## config.mk

```make
export PLATFORM = sky130hd
export DESIGN_NAME = pipe_ctrl
export DESIGN_NICKNAME = d
export VERILOG_FILES = /design/src/rtl/pipe_ctrl.sv
export SDC_FILE = /design/constraint.sdc
export NUM_CORES = 1
export LEC_CHECK = 0
export CAP_MARGIN = 20
export CORE_AREA = 3 3 76 78
export DETAILED_ROUTE_END_ITERATION = 16
export DIE_AREA = 0 0 79 81
export PLACE_DENSITY = 0.76
export SYNTH_ARGS = -nofsm -noshare
export SYNTH_HDL_FRONTEND = slang
export SYNTH_SLANG_ARGS = --single-unit
export TNS_END_PERCENT = 5
```

## constraint.sdc

```tcl
create_clock -name clk -period 2.5 [get_ports clk]
set_clock_uncertainty 0.1 [all_clocks]
set_input_delay 0.625 -clock clk [delete_from_list [all_inputs] [get_ports clk]]
set_output_delay 0.625 -clock clk [all_outputs]
set_load 0.005 [all_outputs]
```

## src/rtl/pipe_ctrl.sv

```systemverilog
// Pipeline control unit: arbitrates EX redirects, EX busy and ID load-use hazards
// into per-stage flush/stall controls and the PC redirect. Perf counters under CTRL_PERF_CNT_EN.
module pipe_ctrl #(
    parameter int ADDR_WIDTH   = 32,
    parameter int FLUSH_CYCLES = 1,
    parameter int BUSY_TIMEOUT = 64
) (
    input  logic                  clk,
    input  logic                  rst_n,
    input  logic                  ctrl_jump_flag_i,
    input  logic [ADDR_WIDTH-1:0] ctrl_jump_addr_i,
    input  logic                  ctrl_load_use_i,
    input  logic                  ctrl_ex_busy_i,
    output logic                  ctrl_pc_jump_flag_o,
    output logic [ADDR_WIDTH-1:0] ctrl_pc_jump_addr_o,
    output logic                  ctrl_if_id_flush_o,
    output logic                  ctrl_id_ex_flush_o,
    output logic                  ctrl_pc_stall_o,
    output logic                  ctrl_if_id_stall_o,
    output logic                  ctrl_id_ex_stall_o,
    output logic                  ctrl_busy_err_o,
    output logic [31:0]           ctrl_flush_cnt_o,
    output logic [31:0]           ctrl_stall_cnt_o
);

    typedef enum logic [1:0] {
        S_RUN   = 2'd0,
        S_FLUSH = 2'd1,
        S_BUSY  = 2'd2
    } state_t;

    localparam bit         HAS_FLUSH = (FLUSH_CYCLES > 0);
    localparam logic [1:0] FCNT_LOAD = HAS_FLUSH ? 2'(FLUSH_CYCLES - 1) : 2'd0;
    localparam logic [7:0] BCNT_MAX  = 8'(BUSY_TIMEOUT);

    state_t     state_reg, state_next;
    logic [1:0] fcnt_reg, fcnt_next;
    logic [7:0] bcnt_reg, bcnt_next;
    logic       err_reg, err_next;

    logic       jump_comb;
    logic       if_id_flush_comb;
    logic       id_ex_flush_comb;
    logic       pc_stall_comb;
    logic       if_id_stall_comb;
    logic       id_ex_stall_comb;

    always_ff @(posedge clk or negedge rst_n) begin
        if (!rst_n) begin
            state_reg <= S_RUN;
            fcnt_reg  <= 2'd0;
            bcnt_reg  <= 8'd0;
            err_reg   <= 1'b0;
        end else begin
            state_reg <= state_next;
            fcnt_reg  <= fcnt_next;
            bcnt_reg  <= bcnt_next;
            err_reg   <= err_next;
        end
    end

    always_comb begin
        state_next       = state_reg;
        fcnt_next        = fcnt_reg;
        bcnt_next        = bcnt_reg;
        jump_comb        = 1'b0;
        if_id_flush_comb = 1'b0;
        id_ex_flush_comb = 1'b0;
        pc_stall_comb    = 1'b0;
        if_id_stall_comb = 1'b0;
        id_ex_stall_comb = 1'b0;

        if (ctrl_jump_flag_i) begin
            // A jump wins in every state; a jump inside the flush window restarts it.
            jump_comb        = 1'b1;
            if_id_flush_comb = 1'b1;
            id_ex_flush_comb = 1'b1;
            bcnt_next        = 8'd0;
            if (HAS_FLUSH) begin
                state_next = S_FLUSH;
                fcnt_next  = FCNT_LOAD;
            end else begin
                state_next = S_RUN;
                fcnt_next  = 2'd0;
            end
        end else begin
            case (state_reg)
                S_FLUSH: begin
                    if_id_flush_comb = 1'b1;
                    id_ex_flush_comb = 1'b1;
                    if (fcnt_reg == 2'd0) begin
                        state_next = S_RUN;
                    end else begin
                        fcnt_next = fcnt_reg - 2'd1;
                    end
                end
                default: begin
                    // S_RUN and S_BUSY share the same arbitration; only bcnt handling differs.
                    if (ctrl_ex_busy_i) begin
                        pc_stall_comb    = 1'b1;
                        if_id_stall_comb = 1'b1;
                        id_ex_stall_comb = 1'b1;
                        state_next       = S_BUSY;
                        if (state_reg == S_BUSY) begin
                            bcnt_next = (bcnt_reg == BCNT_MAX) ? bcnt_reg : bcnt_reg + 8'd1;
                        end else begin
                            bcnt_next = 8'd1;
                        end
                    end else begin
                        state_next = S_RUN;
                        bcnt_next  = 8'd0;
                        if (ctrl_load_use_i) begin
                            pc_stall_comb    = 1'b1;
                            if_id_stall_comb = 1'b1;
                            id_ex_flush_comb = 1'b1;
                        end
                    end
                end
            endcase
        end

        err_next = err_reg | (bcnt_next == BCNT_MAX);
    end

    // Outputs are forced low while reset is held, independent of the inputs.
    assign ctrl_pc_jump_flag_o = rst_n & jump_comb;
    assign ctrl_pc_jump_addr_o = ctrl_pc_jump_flag_o ? ctrl_jump_addr_i : '0;
    assign ctrl_if_id_flush_o  = rst_n & if_id_flush_comb;
    assign ctrl_id_ex_flush_o  = rst_n & id_ex_flush_comb;
    assign ctrl_pc_stall_o     = rst_n & pc_stall_comb;
    assign ctrl_if_id_stall_o  = rst_n & if_id_stall_comb & ~if_id_flush_comb;
    assign ctrl_id_ex_stall_o  = rst_n & id_ex_stall_comb & ~id_ex_flush_comb;
    assign ctrl_busy_err_o     = err_reg;

`ifdef CTRL_PERF_CNT_EN
    logic [1:0]       perf_inc;
    logic [1:0][31:0] perf_cnt;

    assign perf_inc[0] = ctrl_pc_jump_flag_o;
    assign perf_inc[1] = ctrl_pc_stall_o;

    genvar gi;
    generate
        for (gi = 0; gi < 2; gi++) begin : g_perf
            logic [31:0] cnt_reg;
            always_ff @(posedge clk or negedge rst_n) begin
                if (!rst_n) begin
                    cnt_reg <= 32'd0;
                end else if (perf_inc[gi] && (cnt_reg != 32'hFFFF_FFFF)) begin
                    cnt_reg <= cnt_reg + 32'd1;
                end
            end
            assign perf_cnt[gi] = cnt_reg;
        end
    endgenerate

    assign ctrl_flush_cnt_o = perf_cnt[0];
    assign ctrl_stall_cnt_o = perf_cnt[1];
`else
    assign ctrl_flush_cnt_o = 32'd0;
    assign ctrl_stall_cnt_o = 32'd0;
`endif

`ifndef SYNTHESIS
    a_if_id_excl: assert property (@(posedge clk) disable iff (!rst_n)
        !(ctrl_if_id_flush_o && ctrl_if_id_stall_o));
    a_id_ex_excl: assert property (@(posedge clk) disable iff (!rst_n)
        !(ctrl_id_ex_flush_o && ctrl_id_ex_stall_o));
    a_addr_zero: assert property (@(posedge clk) disable iff (!rst_n)
        ctrl_pc_jump_flag_o || (ctrl_pc_jump_addr_o == '0));
`endif

endmodule

```

Yosys cells after proc, flatten, opt, wreduce, memory -nomap -nowiden
Cells that the tools add are included.
Word-level totals
  logic and storage cells: 51
  input bits: 37
  register bits: 13
Cells by class
  bitwise operators: 10
  equality and inequality tests: 6
  multiplexer cells: 26
  add/sub/neg operators: 2
  reductions and logical operators: 3
Operators by type and width (number)
  8-bit 2-to-1 mux: 5
  32-bit 2-to-1 mux: 1
  8-bit by 7-bit == test with 1-bit output, second input constant: 2
  2-bit 2-to-1 mux: 7
  1-bit 2-to-1 mux: 13
  8-bit by 1-bit adder with 8-bit output, second input constant: 1
  1-bit bitwise AND: 7
  3-bit inequality test, second input constant: 1
  2-bit by 1-bit == test with 1-bit output, second input constant: 1
  2-bit == test, second input constant: 1
  2-bit zero test: 1
  2-bit inequality test, second input constant: 1
  1-bit NOT: 2
  2-bit AND reduction: 1
  2-bit nonzero test: 1
  2-bit by 1-bit subtractor with 2-bit output, second input constant: 1
  1-bit OR: 1

Longest topological paths before layout
Gate-level depths: netlist (run 1).
  depth after elaboration: 8
  depth in mapped cells: 7

Worst setup path before layout (run 1)
Ideal clock, no wire load.
  kind: input port to output port
  start point: in ctrl_jump_flag_i
  end point: out ctrl_pc_jump_flag_o
  stages on the path: 3
  buffers on the path: 2
  data required time: 1.775 ns
  path slack: 0.588 ns
  arrival time: 1.187 ns
  cell sequence: clkbuf_8 > clkbuf_1 > and2_1
Between the ends
  word-level cells in the longest chain between the ends: 2
Ends and longest elaborated chain
  start, declared: line 10  | input logic ctrl_jump_flag_i,
  1-bit 2-to-1 mux: line 73  | if (ctrl_jump_flag_i) begin
  1-bit bitwise AND: line 126  | assign ctrl_pc_jump_flag_o = rst_n & jump_comb;
  end, declared: line 14  | output logic ctrl_pc_jump_flag_o,
Every way passes these cells.

Worst setup path in the final report (run 1)
  start point: in ctrl_jump_flag_i
  end point: out ctrl_pc_jump_addr_o[5]
Between the ends
  word-level cells in the longest chain between the ends: 3
Ends and longest elaborated chain
  1-bit 2-to-1 mux: line 73
  1-bit bitwise AND: line 126
  32-bit 2-to-1 mux: line 127  | assign ctrl_pc_jump_addr_o = ctrl_pc_jump_flag_o ? ctrl_jump_addr_i : '0;
  end, declared: line 15  | output logic [ADDR_WIDTH-1:0] ctrl_pc_jump_addr_o,
Every way passes these cells.

==> qor.csv, run 1 <==
metric,value,unit
drt-total-wl,4470,um
io_pins,140,
cts_buffers,3,
criticalPathCategory,in -> out,
worstPathCellList,"clkdlybuf4s50_1, buf_6, buf_6, and3_1, dlygate4sd2_1",
max_stage_delay,0.47,ns
ys_types,43,
pre_cts_ws,-0.339,ns
netlist_instances,201,
worst-path-buf-inv,4,
dieArea,0.00640,sq mm
crit_family,buffers and inverters,
via_per_inst,4.20,
postCtsHoldBufs,0,
timing.rr.start,bcnt_reg[2]$_DFF_PN0_,
setup_ws,0.0258,ns
ys_async_sr_fraction,100,%
drive_above_1_share,25.4,%
rsz0062_at_grt,true,
htreeDepth,1,
grt_pass1_wl,7030,um
synth_edf_count,0,
yosys.area.top_type_share,30.1,%
wl_per_cell,12.4,um
grt_overflow_total,0,
finalInstanceArea,0.00234,sq mm
dp_hpwl,3520,um
synth_top_cell_by_area,buf_4,
reg2reg_setup_slack,0.51,ns
drc,0,
final_util,45.4,%
nets,332,
finalPower,698,uW
maxCapViolCount,0,
ir_drop,275,uV
avgSynthCellArea,8.07,sq um
worst_setup_path_end_kind,output pin,
reg2reg_to,ctrl_busy_err_o$_DFF_PN0_,
grtUsageTotal,13.7,%
cts_sinks,13,
slowest_stage,clkdlybuf4s50_1,
max_freq,404,MHz
first_iter_violations,49,
areaGrowthSynthToFinish,43.9,%
cts_tree,yes,
rows,26,
synth_seq_cells,13,
dpl_cell_area,0.00230,sq mm
status,finished clean,
crit_top_cell,buf_6,
cts_max_path_buffers,2,
whs,0.390,ns
ant_nets,0,
grt_max_degree,16,
clockRootBuffer,clkbuf_8,
dieWidth,79,um
yosysWarnings,0,
grt_pass1_vias,1448,
coreArea,0.00514,sq mm
synth_area_leaders,"buf_4, dfrtp_1, and3_1, nor2_1, ha_1",
clkTransAtPathRegs,0.06,ns
worstSetupPathDepth,5,
synth-main-ff-cell,dfrtp_1,
initial_utilization,31.6,%
via_count,1516,
drtPass1Iterations,4,
p_leak,1.23,nW
antenna_found_initial,0,
crit_arrival,1.75,ns
hp-class,reg -> reg,
finalSetupViolations,0,
diodes,0,
post_synth_instance_area,0.00162,sq mm
fp.dieH,81,um
startpoint_type,primary input,
slew_viol_final,0,
finalWeightedCongestion,0.766,
yosysSeqAreaShare,20.0,%
cellPowerDensity,299,mW/mm^2
crit_end,ctrl_pc_jump_addr_o[5],
largest_register_ffs,8,
insertion_delay,0.25,ns
cp-startpoint,ctrl_jump_flag_i,
fin_crit_sh,99.0,%
port_buffers,75,
cp_data_required_time,1.77,ns
hold_viol_final,0,
fin_crit,2.47,ns
reg2regPathDepth,5,
worstPathMaxFanout,8,
[per-layer routing]
| layer | routed length, um | share of wire (%) | track usage (%) | vias to the layer above |
|---|---|---|---|---|
| met2 | 2340 | 52 | 25.1 | 62 |
| li1 | - | - | - | 738 |
| met5 | 0 | 0 | 0 | - |
| met1 | 1760 | 39 | 16.2 | 712 |
| met3 | 338 | 7.6 | 3.66 | 4 |
| met4 | 26 | 0.58 | 2.06 | 0 |
[final cells by class]
class / count / area [sq um]
well taps: 70 / 87.6
repair buffers: 97 / 865
inverters: 6 / 22.5
clock buffers: 4 / 45.0
multi-input cells: 171 / 991
flip-flops and latches: 13 / 325
fillers: 526 / 2800
[kinds of logic (layout without fill, tap and decap cells)]
| family | after synthesis | count (layout) | synth area share [%] |
|---|---|---|---|
| other cells | 1 | 64 | 0.231 |
| simple gates | 75 | 75 | 28.1 |
| fa+ha+maj | 3 | 3 | 2.31 |
| flops | 13 | 13 | 20.0 |
| compound gates | 23 | 23 | 11.4 |
| buf+inv | 80 | 107 | 34.6 |
| xor+xnor | 5 | 5 | 2.70 |
| mux | 1 | 1 | 0.617 |
[worst register-to-register path: stages, from the launching register on]
cell	delay, ns
dfrtp_1	0.47
or3_4	0.45
nor2_1	0.19
mux2i_1	0.30
o221ai_2	0.15
o41ai_2	0.23
[power breakdown]
part           total, mW  internal, mW  switching [mW]
logic              0.270         0.148           0.122
registers          0.233         0.222          0.0110
clock network      0.194         0.113          0.0815
[Yosys cell counts, drive strengths merged (2+ instances only)]
library cell and n:
a211oi 3, a21oi 4, and2 2, and3 36, buf 66, clkbuf 8, dfrtp 13, ha 3
inv 6, nand2 4, nand3 2, nand3b 3, nor2 11, nor2b 4, nor3 5, o21ai 5
o31ai 2, xnor2 4
[how the worst min path moves through the flow]
stage / startpoint / to / slack, ns / cells after the start
6_report: ctrl_busy_err_o$_DFF_PN0_ / ctrl_busy_err_o$_DFF_PN0_ / 0.39 / 2
3_3_place_gp: ctrl_busy_err_o$_DFF_PN0_ / ctrl_busy_err_o$_DFF_PN0_ / 0.36 / 2
3_5_place_dp: ctrl_busy_err_o$_DFF_PN0_ / ctrl_busy_err_o$_DFF_PN0_ / 0.37 / 2
4_1_cts: ctrl_busy_err_o$_DFF_PN0_ / ctrl_busy_err_o$_DFF_PN0_ / 0.39 / 2
2_1_floorplan: rst_n / bcnt_reg[0]$_DFF_PN0_ / 0.23 / 0
5_1_grt: ctrl_busy_err_o$_DFF_PN0_ / ctrl_busy_err_o$_DFF_PN0_ / 0.43 / 2
[what timing repair did]
| action | in CTS | in global routing |
|---|---|---|
| setup endpoints to repair | 38 | 37 |
| buffers inserted | 4 | 0 |
| gates resized for setup | 66 | 55 |
| hold endpoints to repair | 0 | 0 |
| pin swaps | 1 | 1 |
| cloned | 2 | 0 |
[through the flow]
| stage | instances | TNS [ns] |
|---|---|---|
| 6_report | 361 | 0 |
| 3_3_place_gp | 351 | -10.65 |
| 4_1_cts | 361 | -0.0658 |
| 2_1_floorplan | 264 | 0 |
| 3_5_place_dp | 351 | -10.71 |
| 5_1_grt | 361 | -0.147 |
[placed cells by master, fill, tap and decap left out, types with 4 or more instances in the layout]
master / n
clkbuf_2: 29
buf_4: 13
nor2_1: 10
inv_1: 6
nand2_1: 4
and3_1: 33
clkdlybuf4s50_1: 36
dfrtp_1: 13
a21oi_1: 4
nor3_1: 5
conb_1: 64
xnor2_1: 4
o21ai_0: 4
clkdlybuf4s15_1: 4
buf_6: 4
Power figures use the tool's default switching activity.
==> run 2, diff against run 1 <==
- CELL_PAD_IN_SITES_DETAIL_PLACEMENT: not set -> 1
- CELL_PAD_IN_SITES_GLOBAL_PLACEMENT: not set -> 2
- CORE_AREA: 3 3 76 78 -> 3 3 105 107
- DIE_AREA: 0 0 79 81 -> 0 0 108 110
- PLACE_DENSITY: 0.76 -> 0.79
- RECOVER_POWER: not set -> 25
==> run 2 against run 1 <==
Effect of this change:
- the run now ends with setup timing left
- global-route usage is 4.8 points lower
- wire length is 18% higher
- non-clock buffer count is 10 lower
- critical path type unchanged
- largest cell class unchanged
==> qor.csv, run 2 (synthesized netlist as in run 1, its figures left out) <==
metric,value,unit,change
rows,37,,+42%
n_fill_cell,1236,,+130%
drive_above_1_share,11.0,%,-14 points
cts_buffers,3,,unchanged
cts_sinks,13,,unchanged
antenna_found_initial,0,,unchanged
finalSetupViolations,1,,+1
clockRootBuffer,clkbuf_8,,
drc,0,,unchanged
htreeDepth,1,,unchanged
finalInstanceArea,0.00240,sq mm,+2.6%
violations,setup timing,,
cts_setup_buffers,0,,-4
dp_hpwl,4350,um,+24%
slew_viol_final,0,,unchanged
rsz0062_at_grt,true,,
areaGrowthSynthToFinish,47.6,%,
nets,322,,-3.0%
wl_per_cell,12.6,um,+1.9%
drtPass1Iterations,4,,unchanged
ir_drop,118,uV,-57%
final_cell_mix,"conb_1, clkdlybuf4s50_1, and3_1, dfrtp_1, dlygate4sd2_1",,
initial_utilization,15.9,%,-16 points
postCtsHoldBufs,0,,unchanged
diodes,0,,unchanged
timing.rr.start,bcnt_reg[0]$_DFF_PN0_,,
tightest_slew,0.701,ns,
fp.dieH,110,um,+36%
pre_cts_ws,-0.446,ns,-0.107 ns
criticalPathCategory,in -> out,,
reg2reg_setup_slack,0.53,ns,+0.02 ns
hp-class,in -> async,,
max_freq,399,MHz,-1.2%
finalWeightedCongestion,0.750,,-2.1%
p_leak,1.21,nW,-1.8%
cts_tree,yes,,
fin_crit,2.50,ns,+0.0303 ns
via_per_inst,3.63,,-13%
cellPowerDensity,288,mW/mm^2,-3.5%
maxCapViolCount,0,,unchanged
setup_ws,-0.00455,ns,-0.0303 ns
final_cells,417,,+16%
dpl_cell_area,0.00234,sq mm,+1.7%
coreArea,0.0102,sq mm,+99%
multi_input_area,982,sq um,-0.88%
fin_crit_sh,100,%,+1.2 points
status,"finished, violations left",,
clkTransAtPathRegs,0.06,ns,about the same
largest_register_ffs,8,,unchanged
fin_tns_setup,-0.00455,ns,-0.00455 ns
grtUsageTotal,8.81,%,-4.8 points
grt_pass1_wl,8310,um,+18%
io_pins,140,,unchanged
worst_setup_path_end_kind,output pin,,
ant_nets,0,,unchanged
startpoint_type,primary input,,
drt-total-wl,5260,um,+18%
grt_overflow_total,0,,unchanged
reg2regPathDepth,7,,+2
max_slew_margin,53.3,%,
dieWidth,108,um,+37%
final_util,23.4,%,-22 points
finalPower,690,uW,-1.1%
regArea,325,sq um,unchanged
hold_viol_final,0,,unchanged
grt_pass1_vias,1542,,+6.5%
place_inst,413,,+18%
reg2reg_to,ctrl_busy_err_o$_DFF_PN0_,,
layout_commonest_cell,conb_1,,
whs,0.342,ns,-0.0475 ns
grt_max_degree,45,,+29
cp_data_required_time,1.77,ns,about the same
worstPathMaxFanout,2,,-6
cts_max_path_buffers,2,,unchanged
first_iter_violations,36,,-27%
via_count,1515,,-0.066%
dieArea,0.0119,sq mm,+86%
insertion_delay,0.25,ns,about the same
crit_arrival,1.78,ns,+0.03 ns
port_buffers,75,,unchanged
## run 2: cell types whose count changed in the layout (fill, tap and decap cells not counted), sizes merged
cell	delta
buf	-10
bufbuf	-1
clkbuf	-28
clkdlybuf4s15	-5
clkdlybuf4s50	+21
dlygate4sd2	+9
dlymetal6s2s	+4
## run 2: worst max-delay path by stage
stage                                start                  end  slack (ns)  depth (start not counted)
after global placement      ctrl_ex_busy_i   ctrl_if_id_stall_o       -0.47                          4
after floorplan           ctrl_jump_flag_i  ctrl_pc_jump_flag_o        0.59                          3
after CTS                  ctrl_load_use_i      ctrl_pc_stall_o       -0.03                          4
after detailed placement    ctrl_ex_busy_i   ctrl_if_id_stall_o       -0.45                          4
final                      ctrl_load_use_i      ctrl_pc_stall_o      -0.005                          4
after global routing        ctrl_ex_busy_i      ctrl_pc_stall_o       -0.04                          4
## run 2: final cells by class
type | count | share of cell area [%]
timing repair buffer | 87 | 35.5
inverter | 6 | 0.940
sequential | 13 | 13.6
tap | 136 | 7.10
clock buffer | 4 | 1.88
multi-input combinational | 171 | 41.0
## run 2: timing repair
| item | 4_1_cts | 5_1_grt |
|---|---|---|
| endpoints found under the setup margin | 38 | 15 |
| pin swaps | 1 | 0 |
| gates resized for setup | 25 | 6 |
## run 2: routing by layer
metal | up-vias | track usage [%] | routed length (um)
met5 | - | 0 | 0
met2 | 64 | 17.2 | 2890
met4 | 0 | 1.89 | 53
li1 | 714 | - | -
met3 | 5 | 1.57 | 328
met1 | 732 | 9.94 | 1990
## run 2: power by group
group | switching [mW] | leakage (nW) | internal [mW]
clock network | 0.0805 | 0.0228 | 0.113
logic | 0.122 | 1.01 | 0.141
registers | 0.0128 | 0.172 | 0.222
total | 0.215 | 1.21 | 0.475
## run 2: worst max-delay path, cell delays in order
cell and delay, ns:
dlygate4sd2_1 0.27, o21ai_1 0.13, nor3_1 0.22, clkdlybuf4s50_1 0.53
==> run 3, diff against run 2 <==
- CTS_CLUSTER_SIZE: not set -> 30
==> results of run 3 <==
Final layout, timing and power as in run 2 (identical DEF).
